===== src/rtl/code_sequencer_if.sv =====
// ---------------------------------------------------------------------------
// code_sequencer_if
// Purpose : bundles the ROM table bus and the code-controller handshake that
//           the sequencer drives between controller runs.
// Signals :
//   table_data_in      ROM read data (combinational for table_address_out)
//   table_address_out  ROM address while the sequencer owns the bus
//   rom_sel_out        1 = ROM mux selects the sequencer, 0 = the controller
//   code_base_out      base address of the current code
//   ctrl_startn_out    active-low start pulse to the controller
//   ctrl_reset_out     active-high synchronous reset to the controller
//   ctrl_busy_in       controller busy
//   ctrl_fail_in       controller failure
// Modports: master = sequencer side, slave = ROM mux / controller side.
// ---------------------------------------------------------------------------
interface code_sequencer_if #(
  parameter int ADDRESS_BITS = 14
) ();
  logic [7:0]              table_data_in;
  logic [ADDRESS_BITS-1:0] table_address_out;
  logic                    rom_sel_out;
  logic [ADDRESS_BITS-1:0] code_base_out;
  logic                    ctrl_startn_out;
  logic                    ctrl_reset_out;
  logic                    ctrl_busy_in;
  logic                    ctrl_fail_in;

  modport master (
    input  table_data_in,
    input  ctrl_busy_in,
    input  ctrl_fail_in,
    output table_address_out,
    output rom_sel_out,
    output code_base_out,
    output ctrl_startn_out,
    output ctrl_reset_out
  );

  modport slave (
    output table_data_in,
    output ctrl_busy_in,
    output ctrl_fail_in,
    input  table_address_out,
    input  rom_sel_out,
    input  code_base_out,
    input  ctrl_startn_out,
    input  ctrl_reset_out
  );
endinterface


===== src/rtl/code_sequencer.sv =====
// ---------------------------------------------------------------------------
// code_sequencer
// Purpose : walks the IR code table in ROM. For each entry it loads the code
//           base address into the controller, pulses start, waits for the
//           controller to finish, idles for GAP_CYCLES and moves on.
// Ports   :
//   clock_in        system clock
//   resetn_in       asynchronous active-low reset
//   trigger_in      starts a sweep from S_IDLE / S_DONE / S_FAIL
//   abort_in        stops the sweep (highest priority after reset)
//   bus             ROM bus + controller handshake (code_sequencer_if.master)
//   code_index_out  index of the current code
//   busy_out        sweep in progress
//   done_out        one-cycle pulse on normal sweep completion
//   fail_out        high while in S_FAIL
// Table   : byte[TABLE_BASE] = N, then N big-endian 16-bit entries.
// ---------------------------------------------------------------------------
module code_sequencer #(
  parameter int ADDRESS_BITS = 14,
  parameter int TABLE_BASE   = 0,
  parameter int GAP_CYCLES   = 1600000,
  parameter int ACK_TIMEOUT  = 15
) (
  input  logic             clock_in,
  input  logic             resetn_in,
  input  logic             trigger_in,
  input  logic             abort_in,
  code_sequencer_if.master bus,
  output logic [7:0]       code_index_out,
  output logic             busy_out,
  output logic             done_out,
  output logic             fail_out
);

  typedef enum logic [3:0] {
    S_IDLE, S_READ_COUNT, S_READ_HI, S_READ_LO, S_START,
    S_WAIT_ACK, S_WAIT_END, S_GAP, S_DONE, S_FAIL, S_ABORT
  } state_t;

  localparam logic [ADDRESS_BITS-1:0] BASE_ADDR = ADDRESS_BITS'(TABLE_BASE);
  localparam logic [ADDRESS_BITS-1:0] ONE_ADDR  = ADDRESS_BITS'(1);
  localparam logic [ADDRESS_BITS-1:0] TWO_ADDR  = ADDRESS_BITS'(2);
  localparam logic [23:0]             GAP_LAST  = 24'(GAP_CYCLES - 1);
  localparam logic [23:0]             ACK_LAST  = 24'(ACK_TIMEOUT - 1);

  state_t                  state_reg, state_next;
  logic [7:0]              count_reg, count_next;
  logic [7:0]              index_reg, index_next;
  logic [7:0]              hi_reg, hi_next;
  logic [ADDRESS_BITS-1:0] code_base_reg, code_base_next;
  logic [23:0]             wait_cnt_reg, wait_cnt_next;
  logic                    done_reg, done_next;

  logic [7:0]              index_inc;
  logic [ADDRESS_BITS-1:0] index_x2;
  logic                    in_sweep;

  logic [ADDRESS_BITS-1:0] table_address;
  logic                    rom_sel;
  logic                    ctrl_startn;
  logic                    ctrl_reset;
  logic                    busy;
  logic                    fail;

  assign index_inc = index_reg + 8'd1;
  assign index_x2  = ADDRESS_BITS'({index_reg, 1'b0});
  assign in_sweep  = !(state_reg inside {S_IDLE, S_DONE, S_FAIL});

  // State and datapath registers.
  always_ff @(posedge clock_in or negedge resetn_in) begin
    if (!resetn_in) begin
      state_reg     <= S_IDLE;
      count_reg     <= '0;
      index_reg     <= '0;
      hi_reg        <= '0;
      code_base_reg <= '0;
      wait_cnt_reg  <= '0;
      done_reg      <= 1'b0;
    end else begin
      state_reg     <= state_next;
      count_reg     <= count_next;
      index_reg     <= index_next;
      hi_reg        <= hi_next;
      code_base_reg <= code_base_next;
      wait_cnt_reg  <= wait_cnt_next;
      done_reg      <= done_next;
    end
  end

  // Next-state and datapath updates.
  always_comb begin
    state_next     = state_reg;
    count_next     = count_reg;
    index_next     = index_reg;
    hi_next        = hi_reg;
    code_base_next = code_base_reg;
    wait_cnt_next  = wait_cnt_reg;

    if (abort_in) begin
      // Abort leaves the datapath untouched so an abort in an idle state
      // also suppresses the index clear that a simultaneous trigger would do.
      state_next = in_sweep ? S_ABORT : S_IDLE;
    end else begin
      unique case (state_reg)
        S_IDLE, S_DONE, S_FAIL: begin
          if (trigger_in) begin
            index_next = '0;
            state_next = S_READ_COUNT;
          end
        end
        S_READ_COUNT: begin
          count_next = bus.table_data_in;
          state_next = (bus.table_data_in == 8'd0) ? S_DONE : S_READ_HI;
        end
        S_READ_HI: begin
          hi_next    = bus.table_data_in;
          state_next = S_READ_LO;
        end
        S_READ_LO: begin
          code_base_next = ADDRESS_BITS'({hi_reg, bus.table_data_in});
          state_next     = S_START;
        end
        S_START: begin
          wait_cnt_next = '0;
          state_next    = S_WAIT_ACK;
        end
        S_WAIT_ACK: begin
          if (bus.ctrl_busy_in) begin
            state_next = S_WAIT_END;
          end else if (wait_cnt_reg == ACK_LAST) begin
            state_next = S_FAIL;
          end else begin
            wait_cnt_next = wait_cnt_reg + 24'd1;
          end
        end
        S_WAIT_END: begin
          // Failure takes precedence over busy dropping in the same cycle.
          if (bus.ctrl_fail_in) begin
            state_next = S_FAIL;
          end else if (!bus.ctrl_busy_in) begin
            wait_cnt_next = '0;
            state_next    = S_GAP;
          end
        end
        S_GAP: begin
          if (wait_cnt_reg == GAP_LAST) begin
            index_next = index_inc;
            state_next = (index_inc == count_reg) ? S_DONE : S_READ_HI;
          end else begin
            wait_cnt_next = wait_cnt_reg + 24'd1;
          end
        end
        S_ABORT: state_next = S_IDLE;
        default: state_next = S_IDLE;
      endcase
    end

    // done pulses only on the entry into S_DONE, never while resting there.
    done_next = (state_next == S_DONE) && (state_reg != S_DONE);
  end

  // Moore outputs decoded from the current state.
  always_comb begin
    table_address = BASE_ADDR;
    rom_sel       = 1'b1;
    ctrl_startn   = 1'b1;
    ctrl_reset    = 1'b0;
    busy          = 1'b1;
    fail          = 1'b0;
    unique case (state_reg)
      S_IDLE: begin
        ctrl_reset = 1'b1;
        busy       = 1'b0;
      end
      S_DONE: busy = 1'b0;
      S_FAIL: begin
        busy = 1'b0;
        fail = 1'b1;
      end
      S_ABORT:    ctrl_reset = 1'b1;
      S_READ_HI:  table_address = BASE_ADDR + index_x2 + ONE_ADDR;
      S_READ_LO:  table_address = BASE_ADDR + index_x2 + TWO_ADDR;
      S_START: begin
        ctrl_startn = 1'b0;
        rom_sel     = 1'b0;
      end
      S_WAIT_END: rom_sel = 1'b0;
      default: ;
    endcase
  end

  assign bus.table_address_out = table_address;
  assign bus.rom_sel_out       = rom_sel;
  assign bus.code_base_out     = code_base_reg;
  assign bus.ctrl_startn_out   = ctrl_startn;
  assign bus.ctrl_reset_out    = ctrl_reset;
  assign code_index_out        = index_reg;
  assign busy_out              = busy;
  assign done_out              = done_reg;
  assign fail_out              = fail;

endmodule


===== src/flat_wrapper.sv =====
// flat-port wrapper written by rule: the top's interface ports become plain ports
module code_sequencer_flat 
#(
  parameter int ADDRESS_BITS = 14,
  parameter int TABLE_BASE   = 0,
  parameter int GAP_CYCLES   = 1600000,
  parameter int ACK_TIMEOUT  = 15
)
  (clock_in, resetn_in, trigger_in, abort_in, code_index_out, busy_out, done_out, fail_out, bus_table_data_in, bus_ctrl_busy_in, bus_ctrl_fail_in, bus_table_address_out, bus_rom_sel_out, bus_code_base_out, bus_ctrl_startn_out, bus_ctrl_reset_out);
  code_sequencer_if #(.ADDRESS_BITS(ADDRESS_BITS)) bus_i ();
  input  logic clock_in;
  input  logic resetn_in;
  input  logic trigger_in;
  input  logic abort_in;
  output logic [7:0] code_index_out;
  output logic busy_out;
  output logic done_out;
  output logic fail_out;
  input wire logic [$bits(bus_i.table_data_in)-1:0] bus_table_data_in;
  input wire logic [$bits(bus_i.ctrl_busy_in)-1:0] bus_ctrl_busy_in;
  input wire logic [$bits(bus_i.ctrl_fail_in)-1:0] bus_ctrl_fail_in;
  output wire logic [$bits(bus_i.table_address_out)-1:0] bus_table_address_out;
  output wire logic [$bits(bus_i.rom_sel_out)-1:0] bus_rom_sel_out;
  output wire logic [$bits(bus_i.code_base_out)-1:0] bus_code_base_out;
  output wire logic [$bits(bus_i.ctrl_startn_out)-1:0] bus_ctrl_startn_out;
  output wire logic [$bits(bus_i.ctrl_reset_out)-1:0] bus_ctrl_reset_out;
  assign bus_i.table_data_in = bus_table_data_in;
  assign bus_i.ctrl_busy_in = bus_ctrl_busy_in;
  assign bus_i.ctrl_fail_in = bus_ctrl_fail_in;
  assign bus_table_address_out = bus_i.table_address_out;
  assign bus_rom_sel_out = bus_i.rom_sel_out;
  assign bus_code_base_out = bus_i.code_base_out;
  assign bus_ctrl_startn_out = bus_i.ctrl_startn_out;
  assign bus_ctrl_reset_out = bus_i.ctrl_reset_out;
  code_sequencer #(.ADDRESS_BITS(ADDRESS_BITS), .TABLE_BASE(TABLE_BASE), .GAP_CYCLES(GAP_CYCLES), .ACK_TIMEOUT(ACK_TIMEOUT)) u_core (.clock_in(clock_in), .resetn_in(resetn_in), .trigger_in(trigger_in), .abort_in(abort_in), .bus(bus_i), .code_index_out(code_index_out), .busy_out(busy_out), .done_out(done_out), .fail_out(fail_out));
endmodule

===== config.mk =====
export PLATFORM = sky130hd
export DESIGN_NAME = code_sequencer_flat
export DESIGN_NICKNAME = d
export VERILOG_FILES = /design/src/rtl/code_sequencer_if.sv /design/src/rtl/code_sequencer.sv /design/src/flat_wrapper.sv
export SDC_FILE = /design/constraint.sdc
export NUM_CORES = 1
export LEC_CHECK = 0
export BUFFER_PORTS_ARGS = -buffer_cell sky130_fd_sc_hd__buf_4
export CORE_MARGIN = 10
export CORE_UTILIZATION = 50
export DETAILED_ROUTE_END_ITERATION = 7
export GPL_TIMING_DRIVEN = 0
export HOLD_SLACK_MARGIN = 0.1
export PLACE_DENSITY_LB_ADDON = 0.08
export SLEW_MARGIN = 20
export SYNTH_ARGS = -nofsm -noshare
export SYNTH_HDL_FRONTEND = slang
export SYNTH_SLANG_ARGS = --single-unit

===== constraint.sdc =====
create_clock -name clock_in -period 2.7 [get_ports clock_in]
set_input_delay 0.54 -clock clock_in [delete_from_list [all_inputs] [get_ports clock_in]]
set_output_delay 0.54 -clock clock_in [all_outputs]
set_load 0.005 [all_outputs]

==> summary.md, run 1 <==
| Metric | Value |
|---|---|
| Classification of the worst setup path | flop to output pin |
| Wire length reported by the detailed router | a little over 10,000 um |
| Area added between synthesis and finish | 18.3% |
| Count of warnings emitted by yosys | 0 |
| Share of power burned in registers | 0.382 |
| Post-CTS repair timing setup buffer count | 0 |
| RSZ-0062 raised after global routing | false |
| Number of iterations in the first detailed-routing pass | 4 |
| Post-place instance area | roughly 0.0046 mm^2 |
| Fill count | about 700 |
| Core area | slightly below 0.008 mm^2 |
| CTS sink count | 65 |
| Worst setup SP type | flop |
| Post-layout net count | roughly 500 |
| Sequential share of the synthesized area | 0.401 |
| Max rail drop VDD | between 500 and 600 uV |
| Number of antenna violations at the first check in global routing | 0 |
| CP max-delay cell | clkbuf_1 |
| Count of endpoints failing hold in the final timing report | 0 |
| Power density over the cells | between 700 and 800 mW/mm^2 |
| Die Area | around 0.012 mm^2 |
| #FFs+latches synth | between 60 and 70 |
| Row cnt | 32 |
| Number of DRC violations after detailed routing | 0 |
| Worst slew pin tran | 0.834 ns |
| Most frequent cell on the critical path | nor2_1 |
| Master cell of the clock root buffer | clkbuf_8 |
| Hold Crit Class | input port to asynchronous set/reset pin |
| Summed instance area of the synthesized netlist | ~0.0041 mm^2 |
| Leading cell type in the layout, fill and taps excluded | dfrtp_1 |
| Post-route clock period utilization | 0.947 |
| # setup viols final | 0 |
| Die extent in x | approximately 110 um |
| GR Util All Layers | 0.178 |
| Clock Power Share | 0.260 |
| Max Fclk | ~400 MHz |
| Buffers on Ports | 50 |
| Antenna Violating Nets Remaining | 0 |
| Wire per inst | around 17 um |
| Post-synth EDFFs | 0 |
| Number of buffers on the longest clock path | 2 |
| CP cell instances | clkbuf_1 -> nand3_1 -> nor2_1 -> nand2_1 -> xnor2_1 -> nor2_1 -> buf_4 |
| Number of global-route vias before repair | 3,375 |
| Highest-count cells in the layout ignoring fill and taps | 65 x dfrtp_1, 56 x buf_4, 39 x nand2_1 |
| Part of the power in combinational logic | 0.358 |
| Number of clock buffers inserted by TritonCTS | 9 |
| Leak | 2.01 nW |
| Total number of vias | ~3,400 |
| Power Internal | 2.38 mW |
| Worst relative slew slack | 0.444 |
| Overall power | ~3.6 mW |
| Cells after Synth | 422 |
| Hold buffers post-CTS | 0 |
| Effective utilization at floorplan | 0.519 |
| CTS HTree Levels | 3 |
| Post-layout min period | approximately 2.6 ns |
| Worst R2R Start | u_core.wait_cnt_reg[17]$_DFFE_PN0P_ |
| Worst setup path startpoint | u_core.code_index_out[3]$_DFFE_PN0P_ |
| Clock tree from TritonCTS | built |
| Critical Path RT | ~2.2 ns |
| Kind of capture point of the worst setup path | output pin |
| Switching component of the power | around 1.2 mW |
| HPWL after detailed placement | ~7700 um |
| Die Height | between 100 and 150 um |
| Wire length of the first global-routing pass | about 17,000 um |
| Top-level port count | 56 |
| CP max FO | 10 |
| Layout cell share with drive strength beyond 1 | 0.275 |
| Async SR Flop Fraction | 1.00 |
| Average vias per placed instance | 5.80 |
| Post-route clock skew | between 0.008 and 0.009 ns |
| Total negative slack for setup checks | 0 ns |
| Arrival time of data at the critical path endpoint | between 2 and 2.5 ns |
| Sw Ratio | 0.331 |
| Top Family by Delay on Critical Path | simple AND/OR/NAND/NOR gates |
| Clock slew at the register clock pins of the worst setup and hold paths | 0.08 ns |
| Max reg flops | 24 |
| Number of DRC violations after detailed-routing iteration 0 | 220 |
| Delay contributed by the slowest stage of the critical path | 0.42 ns |
| Number of diodes | 0 |
| Post-synthesis cell type count | 63 |
| Mean Syn Cell Area | 9.61 um^2 |
| Worst-skew pair later-pin latency | 0.35 ns |
| Gr ovfl total | 0 |
| Most used flip-flop cell after synthesis | dfrtp_1 |
| Max capacitance violation total | 0 |
| Count of buffering cells on the critical path with inverters included | 2 |
| Max-slew violation total from the final report | 0 |
| Routability congestion estimate | 0.896 |
| Post-Layout Inst Area | 0.00480 mm^2 |
| Pin count of the biggest net entering global routing | 66 |
| Run status | finished clean |
[final cells by class]
cell class	count	area (um^2)	share of cell area
plain buffers	31	201	0.0420
multi-input cells	322	2220	0.463
flip-flops and latches	65	1630	0.339
clock buffers	9	124	0.0258
inverters	7	26.3	0.00548
repair buffers	50	375	0.0783
clock inverters	7	95.1	0.0198
well taps	102	128	0.0266
[power by group through the flow]
stage	clock, mW	sequential (mW)	combinational [mW]
6_report	0.925	1.36	1.27
5_1_grt	0.981	1.40	1.43
4_1_cts	0.939	1.36	1.28
3_5_place_dp	0	1.38	1.28
3_3_place_gp	0	1.37	1.25
2_1_floorplan	0	1.35	0.812
[metal layers]
metal / vias to the layer above / track usage / wire, um
met5: - / 0 / 0
met4: 0 / 0.0586 / 142
met3: 11 / 0.0522 / 801
met2: 96 / 0.262 / 4460
met1: 1649 / 0.246 / 4890
li1: 1682 / - / -
[kinds of logic after synthesis]
kind of cell             after synthesis  share of synthesized area
AND/OR/NAND/NOR                      176                      0.248
adder cells (fa/ha/maj)                3                    0.00926
buffers and inverters                 38                     0.0555
XOR/XNOR                              24                     0.0518
multiplexers                          35                     0.0950
AO/OA/AOI/OAI                         80                      0.139
flip-flops                            65                      0.401
other                                  1                   0.000925
[cells in the mapped netlist (3+ instances only)]
library cell / instances / area [um^2]
a211oi_1: 8 / 60.1
a21o_1: 4 / 30.0
a21oi_1: 18 / 90.1
a31oi_1: 3 / 18.8
and3_1: 4 / 25.0
and4_1: 5 / 43.8
buf_2: 7 / 35.0
buf_4: 6 / 45.0
buf_6: 3 / 33.8
clkbuf_1: 9 / 33.8
dfrtp_1: 65 / 1630
ha_1: 3 / 37.5
inv_1: 7 / 26.3
mux2_2: 28 / 315
mux2i_1: 7 / 70.1
nand2_1: 39 / 146
nand2b_1: 10 / 62.6
nand3_1: 15 / 75.1
nand4_1: 7 / 43.8
nand4b_1: 3 / 26.3
nor2_1: 29 / 109
nor3_1: 12 / 60.1
nor4_1: 15 / 93.8
o21ai_0: 12 / 60.1
o31ai_1: 19 / 143
or2_2: 4 / 25.0
or3_1: 4 / 25.0
or4_1: 7 / 52.6
xnor2_1: 16 / 140
xor2_1: 8 / 70.1
[final timing paths]
check,to,slack [ns],cells after the start
setup / recovery,bus_table_address_out[7],0.14,7
hold / removal,u_core.wait_cnt_reg[6]$_DFFE_PN0P_,0.28,1
setup reg to reg,u_core.code_index_out[0]$_DFFE_PN0P_,0.34,7
hold reg to reg,u_core.bus.code_base_out[13]$_DFFE_PN0P_,0.51,1
max in group asynchronous,u_core.count_reg[7]$_DFFE_PN0P_,1.87,1
min in group clock_in,u_core.count_reg[6]$_DFFE_PN0P_,0.44,2
[per-stage QoR]
stage | setup WS, ns | hold slack, ns | utilization | std cells
2_1_floorplan | 0.677 | 0.244 | - | 425
3_3_place_gp | 0.203 | 0.483 | 0.585 | 577
3_5_place_dp | 0.228 | 0.492 | 0.585 | 577
4_1_cts | 0.0136 | 0.320 | 0.613 | 593
5_1_grt | 0.00358 | 0.338 | 0.614 | 593
6_report | 0.142 | 0.284 | 0.614 | 593
[what timing repair did]
action	in CTS	in global routing
gates cloned	0	0
endpoints found under the setup margin	8	9
resized for setup	1	2
Power figures use the tool's default switching activity.
==> run 2: changes to the inputs <==
--- a/config.mk
+++ b/config.mk
@@ -5,6 +5,7 @@
 export SDC_FILE = /design/constraint.sdc
 export NUM_CORES = 1
 export LEC_CHECK = 0
+export ABC_AREA = 1
 export BUFFER_PORTS_ARGS = -buffer_cell sky130_fd_sc_hd__buf_4
 export CORE_MARGIN = 10
 export CORE_UTILIZATION = 50
==> run 2 against run 1 <==
Net effect: non-clock buffer count shrank 14; critical endpoint is now bus_table_address_out[8]; sequential cell count unchanged; largest power group unchanged; die area is 0.96% lower; via count is 8.0% higher; clock-buffer cell count unchanged.
==> summary.md, run 2 <==
| Metric | Value |
|---|---|
| CP max FO | 8 (-2) |
| Share of the synthesized area in the top cell type | 0.406 (+0.00476) |
| Number of global-route vias before repair | 3,668 (+8.7%) |
| Number of diodes | 0 (unchanged) |
| Effective utilization at floorplan | 0.516 (-0.00344) |
| Async SR Flop Fraction | 1.00 (unchanged) |
| Non-filler instance count after layout | 721 (+22%) |
| Die Height | 110 um (-0.48%) |
| Layout cell share with drive strength beyond 1 | 0.184 (-0.0908) |
| Post-layout min period | 2.44 ns (-0.118 ns) |
| Most area-hungry cell type in the Yosys netlist | dfrtp_1 |
| Number of buffers on the longest clock path | 2 (unchanged) |
| Kind of capture point of the worst setup path | output pin |
| Cells taking the most area after synthesis | dfrtp_1 41%, nand2_1 14%, inv_1 6.6%, nor2_1 6.1%, nand3_1 4.4% |
| Total number of vias | 3,714 (+8.0%) |
| Count of warnings emitted by yosys | 0 (unchanged) |
| Worst relative slew slack | 0.450 (+0.00628) |
| Flop-to-flop setup slack | 0.68 ns (+0.34 ns) |
| Power density over the cells | 839 mW/mm^2 (+13%) |
| Buffers on Ports | 51 (+2.0%) |
| Master cell of the clock root buffer | clkbuf_8 |
| Most instantiated cells after synthesis | 149 x nand2_1, 70 x inv_1, 65 x dfrtp_1, 65 x nor2_1, 35 x nand3_1 |
| Clock slew at the register clock pins of the worst setup and hold paths | 0.08 ns (about the same) |
| Antenna Violating Nets Remaining | 0 (unchanged) |
| Number of DRC violations after detailed routing | 0 (unchanged) |
| Run status | finished clean |
| Dominant cell by count in the synthesized netlist | nand2_1 |
| Worst slew pin tran | 0.824 ns (-0.00943 ns) |
| Max rail drop VDD | 501 uV (-4.3%) |
| Worst setup SP type | flop |
| Post-CTS repair timing setup buffer count | 0 (unchanged) |
| Hold Crit Class | input port to asynchronous set/reset pin |
| Post-synth EDFFs | 0 (unchanged) |
| Arrival time of data at the critical path endpoint | 1.90 ns (-0.12 ns) |
| Gr ovfl total | 0 (unchanged) |
| GR Util All Layers | 0.176 (-0.00200) |
| Post-layout net count | 631 (+25%) |
| Core area | 0.00777 mm^2 (-0.51%) |
| Fill count | 762 (+9.5%) |
| Max capacitance violation total | 0 (unchanged) |
| Summed instance area of the synthesized netlist | 0.00401 mm^2 (-1.2%) |
| Logic depth of the worst register-to-register path | 9 (+2) |
| Placed Cells incl. Taps | 705 (+22%) |
| Worst-skew pair later-pin latency | 0.34 ns (about the same) |
| Die Area | 0.0120 mm^2 (-0.96%) |
| Hold buffers post-CTS | 0 (unchanged) |
| Cells after Synth | 549 (+30%) |
| Leading cell type in the layout, fill and taps excluded | nand2_1 |
| Post-synthesis mux area share | 0.0169 (-0.0782) |
| Count of endpoints failing hold in the final timing report | 0 (unchanged) |
| Capture instance of the worst register-to-register path | u_core.wait_cnt_reg[20]$_DFFE_PN0P_ |
| Mean Syn Cell Area | 7.30 um^2 (-24%) |
| Wire per inst | 14.3 um (-18%) |
| Max reg flops | 24 (unchanged) |
| Number of iterations in the first detailed-routing pass | 5 (+1) |
| Highest-count cells in the layout ignoring fill and taps | 149 x nand2_1, 70 x inv_1, 65 x dfrtp_1 |
| Wire length reported by the detailed router | 10,300 um (about the same) |
| Gates resized, CTS repair | 0 (-1) |
| Die extent in x | 110 um (-0.48%) |
| Xor/xnor share of the synthesized area | 0.0372 (-0.0147) |
| Critical Path RT | 2.16 ns (about the same) |
| Max Fclk | 410 MHz (+4.8%) |
| Most used flip-flop cell after synthesis | dfrtp_1 |
| Post-route clock skew | 0.00828 ns (-0.000167 ns) |
| Post-synthesis compound-gate area fraction | 0.110 (-0.0283) |
| # setup viols final | 0 (unchanged) |
| HPWL after detailed placement | 8010 um (+4.5%) |
| Top-level port count | 56 (unchanged) |
| Row cnt | 32 (unchanged) |
| Adder-cell share of the synthesized area | 0.00937 (+0.000110) |
| Post-synthesis cell type count | 37 (-41%) |
| Simple-gate share of the synthesized area | 0.320 (+0.0722) |
| Number of antenna violations at the first check in global routing | 0 (unchanged) |
| Leak | 2.34 nW (+17%) |
| Clock tree from TritonCTS | built |
| CTS sink count | 65 (unchanged) |
| Pin count of the biggest net entering global routing | 66 (unchanged) |
| Classification of the worst setup path | flop to output pin |
| Worst R2R Start | u_core.wait_cnt_reg[0]$_DFFE_PN0P_ |
| #FFs+latches synth | 65 (unchanged) |
| CTS HTree Levels | 3 (unchanged) |
| Total negative slack for setup checks | 0 ns (unchanged) |
| Routability congestion estimate | 0.921 (+2.8%) |
| Number of DRC violations after detailed-routing iteration 0 | 173 (-21%) |
| Post-route clock period utilization | 0.904 (-0.0436) |
| Wire length of the first global-routing pass | 17,200 um (-0.55%) |
| Area added between synthesis and finish | 18.3% (about the same) |
| Average vias per placed instance | 5.15 (-11%) |
| Main combinational cell family by area after synthesis | simple AND/OR/NAND/NOR gates |
| RSZ-0062 raised after global routing | false |
| Max-slew violation total from the final report | 0 (unchanged) |
| Sequential share of the synthesized area | 0.406 (+0.00476) |
| Number of clock buffers inserted by TritonCTS | 9 (unchanged) |
run 2: cell types whose count changed after synthesis, sizes merged, moves of 8 or more:
| cell | delta |
|---|---|
| nand3 | +20 |
| nor2 | +40 |
| or4 | -8 |
| inv | +69 |
| nor4 | -17 |
| a21oi | -8 |
| xnor2 | -14 |
| o21ai | +41 |
| nand4 | +8 |
| o31ai | -18 |
| nand2b | -10 |
| nand2 | +112 |
| mux2 | -22 |
run 2: cells by family (layout without fill, tap and decap cells):
| family | count (synthesis) | count (layout) |
|---|---|---|
| AOI/OAI and AO/OA | 73 | 73 |
| xor gates and xnor gates | 17 | 17 |
| adders and majority gates | 3 | 3 |
| buffers and inverters | 93 | 160 |
| DFF | 65 | 65 |
| muxes | 6 | 6 |
| other | 1 | 4 |
| and+or+nand+nor | 291 | 291 |
run 2: cell type report:
| type | count | area, um^2 | share of cell area |
|---|---|---|---|
| multi-input cells | 394 | 2000 | 0.422 |
| flip-flops and latches | 65 | 1630 | 0.343 |
| repair buffers | 51 | 383 | 0.0807 |
| inverters | 77 | 292 | 0.0615 |
| well taps | 102 | 128 | 0.0269 |
| clock buffers | 9 | 124 | 0.0261 |
| plain buffers | 16 | 108 | 0.0227 |
| clock inverters | 7 | 81.3 | 0.0172 |
run 2: worst max-delay path by stage:
stage	cells past startpoint	slack (ns)	end	from
after global routing	6	0.1	bus_table_address_out[8]	u_core.state_reg[3]$_DFF_PN0_
final	6	0.26	bus_table_address_out[8]	u_core.state_reg[3]$_DFF_PN0_
after detailed placement	6	0.43	bus_table_address_out[8]	u_core.state_reg[3]$_DFF_PN0_
after global placement	6	0.44	bus_table_address_out[8]	u_core.state_reg[3]$_DFF_PN0_
after floorplan	5	0.92	bus_table_address_out[6]	u_core.state_reg[3]$_DFF_PN0_
after CTS	6	0.05	bus_table_address_out[8]	u_core.state_reg[3]$_DFF_PN0_
run 2: metrics by stage:
step                      hold WS (ns)  utilization  cell area [um^2]  total power, mW  setup WS [ns]
after global routing             0.352        0.611              4740             4.29         0.0996
after detailed placement         0.474        0.583              4530             3.11          0.433
after floorplan                  0.244            -              4020             2.56          0.919
after CTS                        0.322        0.610              4730             4.00         0.0485
after global placement           0.466        0.583              4530             3.07          0.439
final                            0.292        0.611              4740             3.98          0.260
run 2: report_power, final:
group / switching, mW / internal [mW]
clock network: 0.436 / 0.443
logic: 0.864 / 0.633
registers: 0.280 / 1.32
total: 1.58 / 2.40
run 2: worst max-delay path, stage by stage, from the launching register on:
cell and delay [ns]:
dfrtp_1 0.44, nor2_1 0.24, inv_1 0.14, nor2_4 0.20, inv_1 0.18, o22ai_1 0.22
buf_4 0.14
run 2: routing by layer:
layer / global-route usage / wire length, um
met5: 0 / 0
met4: 0.0567 / 120
met2: 0.294 / 4980
met1: 0.225 / 4650
met3: 0.0345 / 564
